==> src/rtl/exec_ctrl_unit.sv <==
// Decode-control and execute stage of the RV32I pipeline: control decode, the
// decode/execute pipeline register, the ALU and the branch/jump redirect.
module exec_ctrl_unit (
  input  logic        clock,
  input  logic        reset,
  input  logic        bubble,
  input  logic [6:0]  d_opcode,
  input  logic [2:0]  d_funct3,
  input  logic [6:0]  d_funct7,
  input  logic [31:0] d_imm,
  input  logic [31:0] d_pc,
  input  logic [4:0]  d_rd,
  input  logic [31:0] e_rs1_data,
  input  logic [31:0] e_rs2_data,
  output logic        e_regwen,
  output logic        e_memrw,
  output logic [1:0]  e_wbsel,
  output logic [1:0]  e_access_size,
  output logic [4:0]  e_rd,
  output logic [31:0] e_pc,
  output logic [31:0] e_alu_out,
  output logic        e_pcsel
);

  localparam logic [6:0] OP_R      = 7'b0110011;
  localparam logic [6:0] OP_I      = 7'b0010011;
  localparam logic [6:0] OP_LOAD   = 7'b0000011;
  localparam logic [6:0] OP_STORE  = 7'b0100011;
  localparam logic [6:0] OP_BRANCH = 7'b1100011;
  localparam logic [6:0] OP_JAL    = 7'b1101111;
  localparam logic [6:0] OP_JALR   = 7'b1100111;
  localparam logic [6:0] OP_LUI    = 7'b0110111;
  localparam logic [6:0] OP_AUIPC  = 7'b0010111;

  logic       c_regwen;
  logic       c_asel;
  logic       c_bsel;
  logic       c_memrw;
  logic [1:0] c_wbsel;
  logic [1:0] c_access_size;
  logic       c_brun;

  always_comb begin
    c_regwen      = 1'b0;
    c_asel        = 1'b0;
    c_bsel        = 1'b0;
    c_memrw       = 1'b0;
    c_wbsel       = 2'd0;
    c_access_size = 2'd0;
    c_brun        = 1'b0;
    case (d_opcode)
      OP_R: begin
        c_regwen = 1'b1; c_wbsel = 2'd1; c_access_size = 2'd2;
      end
      OP_I, OP_LUI: begin
        c_regwen = 1'b1; c_bsel = 1'b1; c_wbsel = 2'd1; c_access_size = 2'd2;
      end
      OP_LOAD: begin
        c_regwen = 1'b1; c_bsel = 1'b1; c_wbsel = 2'd0;
        c_access_size = d_funct3[1:0];
      end
      OP_STORE: begin
        c_bsel = 1'b1; c_memrw = 1'b1; c_wbsel = 2'd1;
        c_access_size = d_funct3[1:0];
      end
      OP_BRANCH: begin
        c_asel = 1'b1; c_bsel = 1'b1; c_wbsel = 2'd1; c_access_size = 2'd2;
        c_brun = d_funct3[1];
      end
      OP_JAL: begin
        c_regwen = 1'b1; c_asel = 1'b1; c_bsel = 1'b1; c_wbsel = 2'd2;
        c_access_size = 2'd2;
      end
      OP_JALR: begin
        c_regwen = 1'b1; c_bsel = 1'b1; c_wbsel = 2'd2; c_access_size = 2'd2;
      end
      OP_AUIPC: begin
        c_regwen = 1'b1; c_asel = 1'b1; c_bsel = 1'b1; c_wbsel = 2'd1;
        c_access_size = 2'd2;
      end
      default: ;
    endcase
  end

  logic        r_asel;
  logic        r_bsel;
  logic        r_brun;
  logic [6:0]  r_opcode;
  logic [2:0]  r_funct3;
  logic [6:0]  r_funct7;
  logic [31:0] r_imm;

  // An all-zero register is a NOP: opcode 0 decodes to no write, no store, no redirect.
  always_ff @(posedge clock or negedge reset) begin
    if (!reset) begin
      e_regwen      <= 1'b0;
      e_memrw       <= 1'b0;
      e_wbsel       <= 2'd0;
      e_access_size <= 2'd0;
      e_rd          <= 5'd0;
      e_pc          <= 32'd0;
      r_asel        <= 1'b0;
      r_bsel        <= 1'b0;
      r_brun        <= 1'b0;
      r_opcode      <= 7'd0;
      r_funct3      <= 3'd0;
      r_funct7      <= 7'd0;
      r_imm         <= 32'd0;
    end else if (bubble) begin
      e_regwen      <= 1'b0;
      e_memrw       <= 1'b0;
      e_wbsel       <= 2'd0;
      e_access_size <= 2'd0;
      e_rd          <= 5'd0;
      e_pc          <= 32'd0;
      r_asel        <= 1'b0;
      r_bsel        <= 1'b0;
      r_brun        <= 1'b0;
      r_opcode      <= 7'd0;
      r_funct3      <= 3'd0;
      r_funct7      <= 7'd0;
      r_imm         <= 32'd0;
    end else begin
      e_regwen      <= c_regwen;
      e_memrw       <= c_memrw;
      e_wbsel       <= c_wbsel;
      e_access_size <= c_access_size;
      e_rd          <= d_rd;
      e_pc          <= d_pc;
      r_asel        <= c_asel;
      r_bsel        <= c_bsel;
      r_brun        <= c_brun;
      r_opcode      <= d_opcode;
      r_funct3      <= d_funct3;
      r_funct7      <= d_funct7;
      r_imm         <= d_imm;
    end
  end

  logic [31:0] alu_a;
  logic [31:0] alu_b;
  logic [31:0] alu_sum;
  logic [4:0]  shamt;
  logic        alt_op;
  logic        unused_funct7;

  assign alu_a         = r_asel ? e_pc  : e_rs1_data;
  assign alu_b         = r_bsel ? r_imm : e_rs2_data;
  assign alu_sum       = alu_a + alu_b;
  assign shamt         = alu_b[4:0];
  assign alt_op        = r_funct7[5];
  assign unused_funct7 = ^{r_funct7[6], r_funct7[4:0]};

  always_comb begin
    e_alu_out = 32'd0;
    case (r_opcode)
      OP_R, OP_I: begin
        case (r_funct3)
          3'b000: e_alu_out = (r_opcode == OP_R && alt_op) ? (alu_a - alu_b) : alu_sum;
          3'b001: e_alu_out = alu_a << shamt;
          3'b010: e_alu_out = {31'd0, $signed(alu_a) < $signed(alu_b)};
          3'b011: e_alu_out = {31'd0, alu_a < alu_b};
          3'b100: e_alu_out = alu_a ^ alu_b;
          3'b101: e_alu_out = alt_op ? 32'($signed(alu_a) >>> shamt) : (alu_a >> shamt);
          3'b110: e_alu_out = alu_a | alu_b;
          default: e_alu_out = alu_a & alu_b;
        endcase
      end
      OP_LOAD, OP_STORE, OP_BRANCH, OP_JAL, OP_AUIPC: e_alu_out = alu_sum;
      OP_JALR: e_alu_out = alu_sum & ~32'd1;
      OP_LUI:  e_alu_out = alu_b;
      default: e_alu_out = 32'd0;
    endcase
  end

  logic br_eq;
  logic br_lt;

  // Branch compare always uses the register operands, never the ALU inputs.
  assign br_eq = (e_rs1_data == e_rs2_data);
  assign br_lt = r_brun ? (e_rs1_data < e_rs2_data)
                        : ($signed(e_rs1_data) < $signed(e_rs2_data));

  always_comb begin
    e_pcsel = 1'b0;
    case (r_opcode)
      OP_JAL, OP_JALR: e_pcsel = 1'b1;
      OP_BRANCH: begin
        case (r_funct3)
          3'b000:         e_pcsel = br_eq;
          3'b001:         e_pcsel = ~br_eq;
          3'b100, 3'b110: e_pcsel = br_lt;
          3'b101, 3'b111: e_pcsel = ~br_lt;
          default:        e_pcsel = 1'b0;
        endcase
      end
      default: e_pcsel = 1'b0;
    endcase
  end

endmodule

==> config.mk <==
export PLATFORM = sky130hd
export DESIGN_NAME = exec_ctrl_unit
export DESIGN_NICKNAME = d
export VERILOG_FILES = /design/src/rtl/exec_ctrl_unit.sv
export SDC_FILE = /design/constraint.sdc
export NUM_CORES = 1
export LEC_CHECK = 0
export BUFFER_PORTS_ARGS = -buffer_cell sky130_fd_sc_hd__clkbuf_2
export CAP_MARGIN = 10
export CELL_PAD_IN_SITES_DETAIL_PLACEMENT = 1
export CELL_PAD_IN_SITES_GLOBAL_PLACEMENT = 1
export CORE_MARGIN = 2
export CORE_UTILIZATION = 43
export DETAILED_ROUTE_END_ITERATION = 8
export GPL_ROUTABILITY_DRIVEN = 0
export HOLD_SLACK_MARGIN = 0.02
export PLACE_DENSITY = 0.84
export SLEW_MARGIN = 20
export SYNTH_ARGS = -nofsm -noshare
export SYNTH_HDL_FRONTEND = slang
export SYNTH_SLANG_ARGS = --single-unit
==> constraint.sdc <==
create_clock -name clock -period 12.4 [get_ports clock]
set_input_delay 0.62 -clock clock [delete_from_list [all_inputs] [get_ports clock]]
set_output_delay 0.62 -clock clock [all_outputs]
set_load 0.02 [all_outputs]
==> summary.md <==
| Metric | Value |
|---|---|
| Status | `finished clean` |
| Largest area contributor in the netlist | `dfrtp_1` |
| Critical Path Sink | `e_alu_out[31]` |
| Buf/Inv on CP | `4` |
| Core footprint | `33400 um2` |
| Top cell type's share of synthesized area | `0.154` |
| Crit path max fanout | `54` |
| TritonCTS sink count | `89` |
| Via/cell ratio | `6.67` |
| Critical path class | `register to output pin` |
| Largest cells by area after synthesis | `dfrtp_1 (15%), ha_1 (12%), mux2i_1 (11%)` |
| Antenna violations before repair | `0` |
| Die W | `188 um` |
| Routed vias | `16831` |
| Nets | `2363` |
| Htree depth | `3` |
| Die area | `35200 um2` |
| Total clock buffers created by CTS | `9` |
| Setup Buffers After CTS | `0` |
| Power Total | `1230 uW` |
| Syn avg cell area | `7.48 um2` |
| Headroom to the max-slew limit | `0.167` |
| Largest net degree at the start of global routing | `82` |
| Register area share after synthesis | `0.154` |
| EDFF count, synth | `0` |
| Fin crit period | `7.12 ns` |
| Number of gates resized after CTS | `0` |
| Area growth syn-to-layout | `11.2%` |
| Worst-Margin Slew | `1.24 ns` |
| Fraction of registers with async set/reset | `1.00` |
| Detail Route Antenna Nets | `0` |
| TritonRoute pass-1 iters | `8` |
| Root buffer cell | `clkbuf_16` |
| Most numerous cell in the Yosys netlist | `nand2_1` |
| Crit-path leading delay family | `compound AO/OA/AOI/OAI gates` |
| Ant. Diodes | `0` |
| Top cells by count, synth | `nand2_1 (177), nor2_1 (162), mux2i_1 (158)` |
| Worst path most repeated cell | `buf_4` |
| Die Y | `188 um` |
| Final Max Tran Viols | `0` |
| Crit start category | `register` |
| All-Layer GR Usage | `0.363` |
| Layout cells sized above 1 | `0.164` |
| Pwr per Cell Area | `76.5 nW/um2` |
| Syn Nets | `2232` |
| Vias in the first global route | `16891` |
| Hold buffers post-CTS | `0` |
| MaxCap Viol Count | `0` |
| DRC | `0` |
| Port-buffer cells | `222` |
| Hold Violations, Final | `0` |
| DPL Wire Length | `50.8 mm` |
| GRT overflow | `0` |
| CP max-delay cell | `nor4b_1` |
| Post-Route WL | `66.2 mm` |
| CTS tree | `done` |
| Synth warnings | `0` |
| VDD IR max | `93.9 uV` |
| CP required | `11.78 ns` |
| Worst Hold Class | `input pin to asynchronous set/reset pin` |
| CP endpoint kind | `output pin` |
| Main flop type after synthesis | `dfrtp_1` |
| WP data arrival | `6.50 ns` |
| Synthesized area | `14500 um2` |
| Tcrit/Tclk final | `0.574` |
| RSZ-0062 raised after global routing | `false` |
| Distinct cells, synth | `90` |
| Initial Util | `0.435` |
| Synth Register Bits | `89` |
| Setup total negative slack | `0 ns` |
| Final setup viols | `0` |
| Post-Synthesis Cells | `1939` |
| Leakage power | `0.00750 uW` |
| WP depth | `15` |
| Origin of the worst setup path | `r_bsel$_DFF_PN0_` |
| Clk buf depth | `2` |
| Crit-path cells | `buf_4, mux2i_4, buf_4, inv_4, ha_1, a211oi_1, nor4_1, nor4b_1, o21ai_0, a311oi_1, a21oi_1, nand3_1, mux2i_1, o41ai_2, clkbuf_2` |
| # IOs | `229` |
| Layout Cells excl Fill | `2523` |
| WL/cell | `26.2 um` |
| Placement Rows | `67` |
| Global-route wire length before repair | `101 mm` |
| Clock transition at path regs | `0.07 ns` |
| Crit-path max cell delay | `0.66 ns` |
| Placed Instances | `2507` |
| Peak Freq | `140 MHz` |
| DR iter-0 viols | `2133` |
==> flip-flops by register name, summed over array words and instances (netlist names) <==
register	flops
e_pc	32
r_imm	32
r_opcode	7
e_rd	5
r_funct3	3
e_access_size	2
e_wbsel	2
e_memrw	1
e_regwen	1
r_asel	1
r_brun	1
r_bsel	1
r_funct7	1
==> metrics by stage <==
stage	instance area, um2	hold slack [ns]	setup slack [ns]	util
2_1_floorplan	14500	0.324	7.36	-
3_3_place_gp	15900	0.507	6.02	0.475
3_5_place_dp	15900	0.516	5.91	0.475
4_1_cts	16100	0.145	5.53	0.483
5_1_grt	16100	0.156	5.13	0.483
6_report	16100	0.144	5.28	0.483
==> layer usage <==
| layer | vias to the layer above | part of all wire | track usage |
|---|---|---|---|
| met4 | 0 | 0.060 | 0.195 |
| met1 | 8153 | 0.39 | 0.468 |
| met3 | 264 | 0.10 | 0.0722 |
| met5 | - | 0 | 0 |
| met2 | 1108 | 0.44 | 0.574 |
| li1 | 7306 | - | - |
==> report_power, final <==
part	internal [uW]	switching, uW
clock	136	116
combinational	228	440
sequential	304	10.3
total	669	566
==> cells by family after synthesis <==
| family | synth area share |
|---|---|
| and+or+nand+nor | 0.205 |
| AOI/OAI and AO/OA | 0.274 |
| buffers and inverters | 0.0769 |
| muxes | 0.146 |
| adders and majority gates | 0.122 |
| DFF | 0.154 |
| xor gates and xnor gates | 0.0223 |
==> worst min-delay path by stage <==
| stage | start | to | slack [ns] | cells after the start |
|---|---|---|---|---|
| after CTS | reset | e_pc[3]$_DFF_PN0_ | 0.14 | 1 |
| after global placement | reset | e_rd[4]$_DFF_PN0_ | 0.51 | 1 |
| final | reset | e_pc[0]$_DFF_PN0_ | 0.14 | 1 |
| after floorplan | reset | e_access_size[0]$_DFF_PN0_ | 0.32 | 0 |
| after detailed placement | reset | e_rd[4]$_DFF_PN0_ | 0.52 | 1 |
| after global routing | reset | e_pc[6]$_DFF_PN0_ | 0.16 | 1 |
==> final cells by class <==
cell class	count	area (um2)
clock buffers	10	229
inverters	130	490
fillers	4347	17200
flip-flops and latches	89	2230
clock inverters	6	42.5
repair buffers	258	1380
multi-input cells	1582	11200
well taps	448	561
==> cell usage in the layout (no fill, tap or decap), types with 9 or more instances in the layout <==
| master | count |
|---|---|
| a22oi_1 | 15 |
| mux2i_1 | 157 |
| buf_4 | 37 |
| dfrtp_1 | 87 |
| nor3_1 | 41 |
| nand3_1 | 39 |
| nand2b_1 | 11 |
| o21bai_1 | 12 |
| nand4_1 | 10 |
| nor2_1 | 162 |
| xnor2_1 | 28 |
| a21oi_1 | 120 |
| nor2b_1 | 111 |
| nand2_1 | 177 |
| ha_1 | 138 |
| o311ai_0 | 9 |
| clkbuf_2 | 221 |
| a221oi_1 | 18 |
| o22ai_1 | 28 |
| and3_1 | 12 |
| xor2_1 | 9 |
| clkbuf_16 | 9 |
| mux2_2 | 18 |
| a211oi_1 | 32 |
| a211o_1 | 11 |
| inv_1 | 125 |
| o221ai_1 | 22 |
| o31ai_1 | 13 |
| or2_2 | 9 |
| o211ai_1 | 46 |
| o21ai_0 | 131 |
| a21o_1 | 20 |
| a31oi_1 | 18 |
Power figures use the tool's default switching activity.
